--- src/rtl/multicycle_subtractor.sv ---
// Chunk-serial subtractor: computes A - B - Bin one CHUNK-bit slice per cycle,
// with a valid/ready handshake on both sides and a three-state control FSM.
module multicycle_subtractor #(
    parameter int WIDTH = 16,
    parameter int CHUNK = 4
) (
    input  logic             clk,
    input  logic             rst,
    input  logic             in_valid,
    output logic             in_ready,
    input  logic [WIDTH-1:0] A,
    input  logic [WIDTH-1:0] B,
    input  logic             Bin,
    output logic             out_valid,
    input  logic             out_ready,
    output logic [WIDTH-1:0] Difference,
    output logic             Borrow,
    output logic             Overflow
);

    localparam int NCH   = WIDTH / CHUNK;
    localparam int CNT_W = (NCH > 1) ? $clog2(NCH) : 1;
    localparam logic [CNT_W-1:0] LAST = CNT_W'(NCH - 1);

    localparam logic [1:0] IDLE = 2'd0;
    localparam logic [1:0] BUSY = 2'd1;
    localparam logic [1:0] DONE = 2'd2;

    logic [1:0]       state_q, state_d;
    logic [WIDTH-1:0] a_q, a_d;
    logic [WIDTH-1:0] b_q, b_d;
    logic [CNT_W-1:0] cnt_q, cnt_d;
    logic             brw_q, brw_d;
    logic [WIDTH-1:0] diff_q, diff_d;
    logic             borrow_q, borrow_d;
    logic             ovf_q, ovf_d;
    logic             in_ready_q, in_ready_d;
    logic             out_valid_q, out_valid_d;

    logic [CHUNK:0]   sub;
    int               idx;

    // Bit CHUNK of the widened result is the slice borrow-out.
    function automatic logic [CHUNK:0] chunk_sub(input logic [CHUNK-1:0] a,
                                                 input logic [CHUNK-1:0] b,
                                                 input logic             bin);
        return {1'b0, a} - {1'b0, b} - {{CHUNK{1'b0}}, bin};
    endfunction

    always_comb begin
        state_d  = state_q;
        a_d      = a_q;
        b_d      = b_q;
        cnt_d    = cnt_q;
        brw_d    = brw_q;
        diff_d   = diff_q;
        borrow_d = borrow_q;
        ovf_d    = ovf_q;
        idx      = int'(cnt_q) * CHUNK;
        sub      = chunk_sub(a_q[idx +: CHUNK], b_q[idx +: CHUNK], brw_q);

        case (state_q)
            IDLE: begin
                if (in_valid) begin
                    a_d     = A;
                    b_d     = B;
                    brw_d   = Bin;
                    cnt_d   = '0;
                    state_d = BUSY;
                end
            end
            BUSY: begin
                diff_d[idx +: CHUNK] = sub[CHUNK-1:0];
                brw_d = sub[CHUNK];
                if (cnt_q == LAST) begin
                    // The last slice's MSB is the final Difference MSB.
                    borrow_d = sub[CHUNK];
                    ovf_d    = (a_q[WIDTH-1] ^ b_q[WIDTH-1]) & (sub[CHUNK-1] ^ a_q[WIDTH-1]);
                    state_d  = DONE;
                end else begin
                    cnt_d = cnt_q + CNT_W'(1);
                end
            end
            DONE: begin
                if (out_ready) begin
                    state_d = IDLE;
                end
            end
            default: state_d = IDLE;
        endcase

        in_ready_d  = (state_d == IDLE);
        out_valid_d = (state_d == DONE);
    end

    always_ff @(posedge clk) begin
        if (rst) begin
            state_q     <= IDLE;
            cnt_q       <= '0;
            brw_q       <= 1'b0;
            diff_q      <= '0;
            borrow_q    <= 1'b0;
            ovf_q       <= 1'b0;
            in_ready_q  <= 1'b1;
            out_valid_q <= 1'b0;
        end else begin
            state_q     <= state_d;
            cnt_q       <= cnt_d;
            brw_q       <= brw_d;
            diff_q      <= diff_d;
            borrow_q    <= borrow_d;
            ovf_q       <= ovf_d;
            in_ready_q  <= in_ready_d;
            out_valid_q <= out_valid_d;
        end
    end

    // Operand holding registers are only meaningful in BUSY, so they need no reset.
    always_ff @(posedge clk) begin
        a_q <= a_d;
        b_q <= b_d;
    end

    assign in_ready   = in_ready_q;
    assign out_valid  = out_valid_q;
    assign Difference = diff_q;
    assign Borrow     = borrow_q;
    assign Overflow   = ovf_q;

endmodule

--- config.mk ---
export PLATFORM = sky130hd
export DESIGN_NAME = multicycle_subtractor
export DESIGN_NICKNAME = d
export VERILOG_FILES = /design/src/rtl/multicycle_subtractor.sv
export SDC_FILE = /design/constraint.sdc
export NUM_CORES = 1
export LEC_CHECK = 0
export ABC_AREA = 1
export CELL_PAD_IN_SITES_DETAIL_PLACEMENT = 1
export CELL_PAD_IN_SITES_GLOBAL_PLACEMENT = 1
export CORE_MARGIN = 2
export CORE_UTILIZATION = 38
export DETAILED_ROUTE_END_ITERATION = 7
export MAX_ROUTING_LAYER = met4
export PLACE_DENSITY = 0.87
export SETUP_SLACK_MARGIN = 0.5
export SLEW_MARGIN = 10
export SYNTH_ARGS = -nofsm -noshare
export SYNTH_HDL_FRONTEND = slang
export SYNTH_SLANG_ARGS = --single-unit
--- constraint.sdc ---
create_clock -name clk -period 3.6 [get_ports clk]
set_input_delay 1.08 -clock clk [delete_from_list [all_inputs] [get_ports clk]]
set_output_delay 1.08 -clock clk [all_outputs]
set_load 0.01 [all_outputs]
Word level (Yosys, flattened, before mapping)
Index checks and enable logic that the tools add are counted.
Storage, ports and cells
  word-level logic and storage cells: 44
  input port bits: 37
  register bits: 57
  output and inout port bits: 20
Operators by class
  add/subtract/negate cells: 4
  equality and inequality tests: 6
  multiplexer cells: 10
  reduce and logical (&&, ||, !) cells: 7
  shifts and indexed selects: 4
  bitwise gates (word level): 3
Operators with widths (count)
  negator 4 -> 33 bit: 1
  variable shift 4 x 33 -> 16 bit (first input constant): 1
  variable part select 4 x 33 -> 16 bit: 1
  variable part select 16 x 5 -> 4 bit: 2
  bitwise mux 16 bit: 1
  two-way mux 2 bit: 5
  equality test 2 bit (second input constant): 3
  one-hot mux 2 bit (3 select lines): 1
  AND reduction 2 bit: 3
  subtractor 4 x 4 -> 5 bit: 1
  subtractor 5 x 1 -> 5 bit: 1
  logical NOT 2 bit: 2
  != test 2 bit (second input constant): 2
  one-hot mux 2 bit (2 select lines): 1
  AND reduction 3 bit: 1
  adder 2 x 1 -> 2 bit (second input constant): 1
  equality test 2 x 1 -> 1 bit (second input constant): 1
  one-hot mux 1 bit (2 select lines): 1
  nonzero test 2 bit: 1
  bitwise XOR 1 bit: 2
  bitwise AND 1 bit: 1
  two-way mux 1 bit: 1

Depth between registers and ports, before layout
Gate-level depths: netlist of run 1.
  depth after elaboration: 5
  gate-level depth with buffers: 16
  mapped depth without buffers: 14

Least setup slack after synthesis of run 1
OpenSTA, ideal clock, no wires.
  path type: register -> register
  from: register cnt_q[0]
  to: register borrow_q, in the netlist Borrow
  arrival time: 2.363 ns
  path buffers: 2
  setup time: 0.114 ns
  clock period less this slack: 2.477 ns
  required time: 3.486 ns
  stages on the path, launching flop included: 13
  slack: 1.123 ns
  cell sequence: dfxtp_1 buf_2 buf_4 o21ai_0 o22ai_1 fa_1 inv_1 fa_1 or2_1 a21oi_1 xor2_1 o21bai_1 inv_1
Between the ends
  cells in the longest elaborated chain, start to end: 3
  elaborated cells between the ends (all ways): 6
  those cells by class: 2 x add/sub; 1 x eq/ne; 2 x shift; 1 x reduce/logical
RTL lines
  from (decl): RTL line 32  | logic [CNT_W-1:0] cnt_q, cnt_d;
  from (signal assigned): RTL line 108  | cnt_q <= cnt_d;
  variable part select 16 x 5 -> 4 bit: RTL line 60  | sub = chunk_sub(a_q[idx +: CHUNK], b_q[idx +: CHUNK], brw_q);
  subtractor 4 x 4 -> 5 bit: RTL line 47  | return {1'b0, a} - {1'b0, b} - {{CHUNK{1'b0}}, bin};
  subtractor 5 x 1 -> 5 bit: RTL line 47
  to (signal assigned): RTL line 111  | borrow_q <= borrow_d;
  to (decl): RTL line 35  | logic borrow_q, borrow_d;
Several ways; a longest one is shown, not always the timed one.
A chain may end at the register's enable or synchronous reset.

Worst setup path in the final report of run 1
  from: register cnt_q[1]
  to: register diff_q[6], in the netlist Difference[6]
Between the ends
  cells in the longest elaborated chain, start to end: 5
  elaborated cells between the ends (all ways): 8
  those cells by class: 3 x add/sub; 4 x shift; 1 x mux
RTL lines
  variable part select 16 x 5 -> 4 bit: RTL line 60
  subtractor 4 x 4 -> 5 bit: RTL line 47
  subtractor 5 x 1 -> 5 bit: RTL line 47
  variable part select 4 x 33 -> 16 bit: RTL line 73  | diff_d[idx +: CHUNK] = sub[CHUNK-1:0];
  bitwise mux 16 bit *: RTL line 73
  to (signal assigned): RTL line 110  | diff_q <= diff_d;
  to (decl): RTL line 34  | logic [WIDTH-1:0] diff_q, diff_d;
Every way passes the cells marked *; elsewhere a longest branch is shown, timed or not.

==> run_results.csv, run 1 <==
group,metric,value,unit
drt,drcViolationCount,0,
logic_synthesis,synth_seq_area_share,59.6,%
clock_network,postCtsHoldBufs,0,
hold_path,holdCritPathClass,"reg2reg",
die,die-area,7110,µm²
logic_synthesis,synth_most_common_cell,"nand2_1",
clock_network,cts_buffers,9,
drt,via_per_inst,4.90,
logic_synthesis,synth_enable_flop_cells,32,
clock_network,root_buffer,"clkbuf_8",
sta,min_period,2.63,ns
clock_network,cts_tree,"built",
placed_design,dp.cells,364,
finish,multi_input_area,873,µm²
drt,antenna_left,0,
finish,area_growth,33.4,%
logic_synthesis,ys_types,34,
pwr,p_leak,1.23,nW
grt,grtUsageTotal,17.4,%
pwr,vdd.ir_drop.worst,0.000286,V
clock_network,cts_setup_buffers,0,
sta,worst_pin_slew,0.496,ns
setup_path,timing.rr.start,"cnt_q[1]",
job,maxCapViolCount,0,
logic_synthesis,synth_area,2450,µm²
logic_synthesis,yosys_warnings,0,
logic_synthesis,synth_top_cells_by_area,"edfxtp_1, dfxtp_1, nand2_1",
die,die_w,84.3,µm
logic_synthesis,synth_top_area_share,39.2,%
finish,drive_gt1_share,10.3,%
drt,first_iter_violations,55,
sta,setup_viol,0,
die,ios,57,
clock_network,clk_transition_reported_paths,0.06,ns
finish,seq_area,1460,µm²
clock_network,clock_sinks,57,
die,design.core.area,6280,µm²
clock_network,cts_resized,0,
drt,wl_per_cell,14.6,µm
pwr,powerDensity,488,nW/µm²
grt,overflow,0,
sta,fin_crit_sh,72.9,%
logic_synthesis,synth_top_area_cell,"edfxtp_1",
finish,instances_no_fill,379,
placed_design,port_buffers,56,
clock_network,htreeDepth,3,
grt,grt_pass1_vias,1938,
sta,fin_skew,0.00506,ns
clock_network,clock_latency,0.33,ns
finish,nets,347,
placed_design,place_congestion,0.760,
logic_synthesis,synth_cells,235,
drt,vias,1858,
logic_synthesis,synth-seq-cells,57,
sta,slew_headroom,66.8,%
hold_path,holdCritStartpoint,"Difference[15]",
die,row_count,29,
logic_synthesis,synth.avg_cell_area,10.4,µm²
sta,fmaxAchievable,0.381,GHz
hold_path,hold_depth,2,
setup_path,end_kind,"register",
finish,n_antenna_cell,0,
clock_network,clockBufferDepth,2,
run_status,status,"finished clean",
sta,hold-worst-slack,0.465,ns
logic_synthesis,synth_ff_type,"edfxtp_1",
sta,fin_ws,0.975,ns
drt,dr.pass1.iters,4,
setup_path,path_max_fanout,15,
setup_path,crit_start,"cnt_q[1]",
logic_synthesis,synth_nets,284,
setup_path,reg2reg_depth,12,
drt,wirelength,5520,µm
sta,finalMaxSlewViolations,0,
setup_path,crit_path_start_kind,"register",
die,initial_core_util,39.0,%
grt,grt_first_pass_wirelength,9190,µm
placed_design,place_hpwl,4120,µm
logic_synthesis,yosys-top-cells-count,"nand2_1, edfxtp_1, dfxtp_1",
die,dieHeight,84.3,µm
sta,hold_violations,0,
setup_path,worstSetupPathType,"reg2reg",
grt,grt_max_degree,35,
grt,antenna_found_initial,0,
setup_path,arrival,2.89,ns
sta,fin_setup_tns,0,ns
logic_synthesis,async_flop_share,0,%
finish,fillCellCount,720,
placed_design,place_ws,0.892,ns
sta,rsz0062_at_grt,"false",
setup_path,critical_path_required,3.87,ns
==> through the flow <==
step	util [%]	total power (W)	instance area, µm²
after CTS	52.1	0.00162	3270
after global routing	52.1	0.00169	3270
after floorplan	-	0.000960	2450
final	52.1	0.00160	3270
after global placement	49.3	0.00106	3100
after detailed placement	49.3	0.00108	3100
==> placed cells by master, fill, tap and decap left out, types with 5 or more instances in the layout <==
| cell type | instances |
|---|---|
| nor2_1 | 20 |
| ha_1 | 10 |
| edfxtp_1 | 32 |
| nand2_1 | 44 |
| nand3_1 | 8 |
| dfxtp_1 | 25 |
| a22oi_1 | 5 |
| clkbuf_8 | 9 |
| inv_1 | 18 |
| o21ai_0 | 9 |
| clkdlybuf4s50_1 | 56 |
| a21oi_1 | 19 |
==> cell families (layout without fill, tap and decap cells) <==
group,after synthesis,after routing,share of synthesized area (%)
simple gates,90,90,17.2
flops,57,57,59.6
compound gates,46,46,11.4
buf+inv,29,96,4.75
fa+ha+maj,12,12,6.74
xor+xnor,1,1,0.357
==> sequential cells by signal (all words and copies together) (netlist names), 2 cells and up <==
name,count
state_q,2
a_q,16
cnt_q,2
b_q,16
Difference,16
==> worst max-delay path, stage by stage, from the launching register on <==
cell and delay [ns]:
dfxtp_1 0.42, inv_2 0.27, o21ai_0 0.14, o22ai_1 0.21, fa_1 0.21, inv_1 0.06
fa_1 0.40, or2_1 0.26, nand2_1 0.14, nand2_1 0.07, nor2_1 0.17, a22oi_1 0.10
nor2_1 0.09
==> final cells by class <==
| cell class | instances | share of cell area, % |
|---|---|---|
| flip-flops and latches | 57 | 44.7 |
| multi-input cells | 149 | 26.7 |
| repair buffers | 59 | 17.8 |
| clock buffers | 9 | 3.79 |
| well taps | 77 | 2.95 |
| inverters | 22 | 2.52 |
| clock inverters | 6 | 1.53 |
==> metal layers <==
layer	routed length, µm	vias to the layer above	track usage, %
met4	181	0	8.65
li1	-	928	-
met3	271	17	4.92
met2	2790	60	28.4
met5	0	-	-
met1	2280	853	19.5
==> power breakdown <==
| part | internal, W | switching, W | leakage, nW |
|---|---|---|---|
| combinational | 0.000127 | 0.000189 | 0.633 |
| sequential | 0.000727 | 0.0000166 | 0.509 |
| clock | 0.000304 | 0.000233 | 0.0890 |
| total | 0.00116 | 0.000439 | 1.23 |
==> final timing paths <==
path | slack (ns) | endpoint
worst max-delay path | 0.97 | Difference[6]
worst min-delay path | 0.47 | Difference[15]
worst max register to register | 0.97 | Difference[6]
worst min register to register | 0.47 | Difference[15]
No activity file was read; power rests on OpenSTA's default activity.
==> run 2: changes to the inputs <==
--- a/config.mk
+++ b/config.mk
@@ -9,10 +9,10 @@
 export CELL_PAD_IN_SITES_DETAIL_PLACEMENT = 1
 export CELL_PAD_IN_SITES_GLOBAL_PLACEMENT = 1
 export CORE_MARGIN = 2
-export CORE_UTILIZATION = 38
+export CORE_UTILIZATION = 34
 export DETAILED_ROUTE_END_ITERATION = 7
 export MAX_ROUTING_LAYER = met4
-export PLACE_DENSITY = 0.87
+export PLACE_DENSITY = 0.83
 export SETUP_SLACK_MARGIN = 0.5
 export SLEW_MARGIN = 10
 export SYNTH_ARGS = -nofsm -noshare
==> constraint.sdc (replaced) <==
create_clock -name clk -period 2.4 [get_ports clk]
set_input_delay 0.72 -clock clk [delete_from_list [all_inputs] [get_ports clk]]
set_output_delay 0.72 -clock clk [all_outputs]
set_load 0.01 [all_outputs]
==> run_results.csv, run 2 (same netlist as run 1, synthesis figures left out) <==
group,metric,value,unit
run_status,status,"finished clean",
sta,fin_setup_tns,0,ns
pwr,p_leak,1.41,nW
finish,instances_no_fill,409,
drt,vias,1977,
setup_path,arrival,2.46,ns
sta,slew_headroom,74.2,%
setup_path,path_max_fanout,4,
hold_path,holdCritStartpoint,"Difference[11]",
clock_network,clk_transition_reported_paths,0.06,ns
sta,rsz0062_at_grt,"true",
setup_path,critPathTopFamily,"compound AO/OA/AOI/OAI gates",
die,row_count,30,
setup_path,path_common_cell,"fa_2",
setup_path,critical_path_required,2.63,ns
drt,dr.pass1.iters,4,
grt,grt_max_degree,34,
placed_design,port_buffers,56,
hold_path,holdCritPathClass,"reg2reg",
sta,fin_crit_sh,92.6,%
drt,first_iter_violations,48,
grt,grtUsageTotal,17.0,%
hold_path,min_to,"Difference[11]",
clock_network,clock_latency,0.34,ns
setup_path,rr_endpoint,"Borrow",
clock_network,cts_tree,"built",
sta,hold_violations,0,
setup_path,crit_path_start_kind,"register",
clock_network,clockBufferDepth,2,
setup_path,cp_slowest_cell,"dfxtp_4",
setup_path,worstSetupPathType,"reg2reg",
drt,antenna_left,0,
die,dieHeight,88.9,µm
pwr,powerDensity,739,nW/µm²
sta,finalMaxSlewViolations,0,
grt,grt_first_pass_wirelength,9670,µm
setup_path,rrSetupSlack,0.18,ns
clock_network,htreeDepth,3,
setup_path,path_cells,"buf_6 -> o21ai_1 -> o22ai_2 -> fa_2 -> inv_2 -> fa_2 -> or2_4 -> a21oi_2 -> xor2_2 -> o21bai_1 -> inv_1",
die,die-area,7900,µm²
sta,fmaxAchievable,0.450,GHz
grt,grt_pass1_vias,2093,
sta,setup_viol,0,
die,design.core.area,6870,µm²
setup_path,reg2reg_depth,11,
finish,drive_gt1_share,24.3,%
drt,drcViolationCount,0,
grt,overflow,0,
placed_design,place_hpwl,4280,µm
finish,n_antenna_cell,0,
job,maxCapViolCount,0,
finish,area_growth,44.9,%
hold_path,hold_depth,2,
sta,fin_skew,0.00826,ns
setup_path,end_kind,"register",
placed_design,dp.cells,386,
drt,via_per_inst,4.83,
setup_path,timing.rr.start,"cnt_q[1]",
sta,min_period,2.22,ns
die,initial_core_util,35.7,%
finish,final_cell_mix,"nand2_1, clkdlybuf4s50_1, edfxtp_1, dfxtp_1, dlygate4sd2_1",
setup_path,max_stage_delay,0.39,ns
clock_network,root_buffer,"clkbuf_8",
setup_path,cp.buffers_inverters,3,
drt,wirelength,6090,µm
finish,nets,357,
pwr,vdd.ir_drop.worst,0.000326,V
die,ios,57,
finish,final_common_cell,"nand2_1",
clock_network,clock_sinks,57,
die,die_w,88.9,µm
clock_network,cts_buffers,9,
grt,antenna_found_initial,0,
sta,worst_pin_slew,0.385,ns
placed_design,place_congestion,0.816,
drt,wl_per_cell,14.9,µm
## run 2: changes by cell type in the layout (fill, tap and decap cells not counted), sizes merged
cell,before,now
clkdlybuf4s50,56,36
dlygate4sd2,0,20
clkinv,5,4
clkinvlp,0,3
inv,22,21
buf,3,13
## run 2: metal layers
metal | track usage [%] | up-vias | routed length (µm)
met1 | 18.7 | 953 | 2530
li1 | - | 951 | -
met3 | 5.72 | 7 | 319
met2 | 29.0 | 66 | 3170
met5 | - | - | 0
met4 | 5.79 | 0 | 74
## run 2: tightest hold or removal path, cell delays in order (launching register included)
cell     delay, ns
dfxtp_1       0.31
nand2_1       0.06
a21oi_1       0.05
## run 2: worst max path at each step
stage	from	endpoint	slack, ns	cells past startpoint
after floorplan	cnt_q[0]	Difference[5]	0.22	12
after global placement	cnt_q[1]	Borrow	0.14	11
after detailed placement	cnt_q[1]	Borrow	0.07	11
after CTS	cnt_q[0]	Borrow	0.23	11
after global routing	cnt_q[0]	Overflow	0.09	13
final	cnt_q[1]	Borrow	0.18	11
## run 2: power by group
group / switching (W) / internal (W) / leakage (nW) / total [W]
logic: 0.000370 / 0.000285 / 0.811 / 0.000654
clock network: 0.000383 / 0.000466 / 0.0877 / 0.000849
registers: 0.0000299 / 0.00109 / 0.510 / 0.00112
## run 2: what timing repair did
item | in CTS | in global routing
resized for setup | 36 | 26
hold buffers | 0 | 0
pin swaps | 7 | 6
buffers inserted | 6 | 1
endpoints found under the setup margin | 37 | 17
## run 2: layout make-up
class                      instances  area, µm²
clock inverter                     7       61.3
sequential                        57       1470
clock buffer                       9        124
tap                               96        120
multi-input combinational        149       1010
fill                             734       3320
timing repair buffer              69        664
inverter                          22       98.8
## run 2: stage by stage
| stage | cell area [µm²] | utilization (%) | hold WS (ns) | total power [W] | setup slack [ns] |
|---|---|---|---|---|---|
| after CTS | 3430 | 49.9 | 0.467 | 0.00254 | 0.226 |
| final | 3550 | 51.7 | 0.464 | 0.00262 | 0.178 |
| after global placement | 3170 | 46.2 | 0.455 | 0.00162 | 0.140 |
| after detailed placement | 3170 | 46.2 | 0.460 | 0.00164 | 0.0700 |
| after global routing | 3550 | 51.7 | 0.478 | 0.00276 | 0.0878 |
| after floorplan | 2490 | - | 0.488 | 0.00146 | 0.221 |
==> run 3: changes to the inputs <==
--- a/config.mk
+++ b/config.mk
@@ -9,10 +9,12 @@
 export CELL_PAD_IN_SITES_DETAIL_PLACEMENT = 1
 export CELL_PAD_IN_SITES_GLOBAL_PLACEMENT = 1
 export CORE_MARGIN = 2
-export CORE_UTILIZATION = 34
+export CORE_UTILIZATION = 38
+export CTS_CLUSTER_DIAMETER = 40
 export DETAILED_ROUTE_END_ITERATION = 7
+export GPL_ROUTABILITY_DRIVEN = 0
 export MAX_ROUTING_LAYER = met4
-export PLACE_DENSITY = 0.83
+export PLACE_DENSITY = 0.87
 export SETUP_SLACK_MARGIN = 0.5
 export SLEW_MARGIN = 10
 export SYNTH_ARGS = -nofsm -noshare
==> constraint.sdc (replaced) <==
create_clock -name clk -period 2.2 [get_ports clk]
set_input_delay 0.66 -clock clk [delete_from_list [all_inputs] [get_ports clk]]
set_output_delay 0.66 -clock clk [all_outputs]
set_load 0.01 [all_outputs]
==> run_results.csv, run 3 (same netlist as run 1, synthesis figures left out) <==
group,metric,value,unit
clock_network,postCtsHoldBufs,0,
grt,overflow,0,
drt,antenna_left,0,
drt,wirelength,6360,µm
hold_path,holdCritPathClass,"reg2reg",
finish,fillCellCount,683,
sta,setup_viol,1,
die,die-area,7110,µm²
die,ios,57,
clock_network,cts_buffers,9,
setup_path,critical_path_required,2.47,ns
grt,grt_pass1_vias,2087,
finish,seq_area,1470,µm²
die,design.core.area,6280,µm²
drt,drcViolationCount,0,
drt,vias,1979,
sta,min_period,2.23,ns
sta,fmaxAchievable,0.448,GHz
grt,grt_first_pass_wirelength,9920,µm
setup_path,arrival,2.50,ns
placed_design,place_area,3180,µm²
placed_design,port_buffers,56,
grt,antenna_found_initial,0,
sta,worst_pin_slew,0.313,ns
finish,nets,358,
setup_path,max_stage_delay,0.41,ns
die,initial_core_util,39.0,%
placed_design,place_hpwl,4570,µm
setup_path,cp_slowest_cell,"dfxtp_4",
sta,fin_ws,-0.0313,ns
drt,first_iter_violations,71,
sta,fin_crit_sh,101,%
finish,final_util,56.6,%
die,dieHeight,84.3,µm
pwr,powerDensity,829,nW/µm²
sta,rsz0062_at_grt,"true",
finish,n_antenna_cell,0,
setup_path,path_cells,"o21ai_1 -> o22ai_2 -> fa_2 -> inv_2 -> fa_2 -> or2_4 -> nand2_1 -> nand2_1 -> nor2_2 -> a22oi_1 -> nor2_1",
drt,wl_per_cell,16.3,µm
pwr,vdd.ir_drop.worst,0.000616,V
clock_network,root_buffer,"clkbuf_8",
finish,multi_input_area,1030,µm²
die,row_count,29,
run_status,violations,"setup timing",
setup_path,path_max_fanout,6,
drt,dr.pass1.iters,4,
setup_path,crit_path_start_kind,"register",
pwr,power,0.00294,W
finish,final_area,3550,µm²
sta,finalMaxSlewViolations,0,
clock_network,clk_transition_reported_paths,0.06,ns
clock_network,clock_latency,0.34,ns
grt,grt_max_degree,33,
setup_path,worstSetupPathType,"reg2reg",
finish,final_cell_mix,"nand2_1, clkdlybuf4s50_1, edfxtp_1, dfxtp_1, dlygate4sd2_1",
die,die_w,84.3,µm
clock_network,htreeDepth,3,
sta,fin_skew,0.00896,ns
finish,area_growth,45.0,%
drt,via_per_inst,5.06,
pwr,p_leak,1.42,nW
clock_network,cts_tree,"built",
finish,drive_gt1_share,27.1,%
sta,slew_headroom,79.0,%
sta,hold_violations,0,
setup_path,critPathTopFamily,"simple AND/OR/NAND/NOR gates",
clock_network,clock_sinks,57,
grt,grtUsageTotal,18.9,%
job,maxCapViolCount,0,
run_status,status,"finished, violations left",
finish,final_common_cell,"nand2_1",
setup_path,cp.buffers_inverters,1,
setup_path,end_kind,"register",
clock_network,clockBufferDepth,2,
sta,hold-worst-slack,0.466,ns
run 3: final timing paths:
check	start	endpoint	slack [ns]	cells past startpoint
max	cnt_q[0]	Difference[6]	-0.03	11
min reg2reg	Difference[0]	Difference[0]	0.47	2
min	Difference[0]	Difference[0]	0.47	2
max reg2reg	cnt_q[0]	Difference[6]	-0.03	11
run 3: per-layer routing:
metal | share of wire (%) | track usage (%)
met5 | 0 | -
met4 | 3.3 | 10.4
met3 | 4.6 | 5.60
met2 | 51 | 30.2
met1 | 41 | 21.3
run 3: worst reg2reg max path: cells and delay by family (launching register included):
kind                     cells  cell delay, ns
AO/OA/AOI/OAI                3            0.43
adder cells (fa/ha/maj)      2            0.57
buffers and inverters        1            0.06
flip-flops                   1            0.41
AND/OR/NAND/NOR              5            0.69
run 3: repair_timing:
action	CTS	global route
setup endpoints to repair	39	19
gates resized for setup	35	28
pin swaps	6	6
buffers inserted	4	1
run 3: cell type report:
cell class	instances	share of cell area, %
repair buffers	70	18.8
inverters	22	2.64
clock buffers	12	4.37
well taps	77	2.71
clock inverters	4	1.20
flip-flops and latches	57	41.3
multi-input cells	149	28.9
run 3: power by group:
part / leakage (nW) / total, W / internal, W / switching, W
clock network: 0.101 / 0.000967 / 0.000575 / 0.000392
registers: 0.510 / 0.00122 / 0.00119 / 0.0000316
logic: 0.809 / 0.000755 / 0.000334 / 0.000422
total: 1.42 / 0.00294 / 0.00210 / 0.000845
run 3: through the flow:
step                std cells  TNS, ns  worst slack, ns
floorplan                 235        0           0.0213
global placement          370        0           0.0259
detailed placement        370   -0.344          -0.0909
CTS                       390        0           0.0573
global route              391   -0.383           -0.100
finish                    391  -0.0313          -0.0313
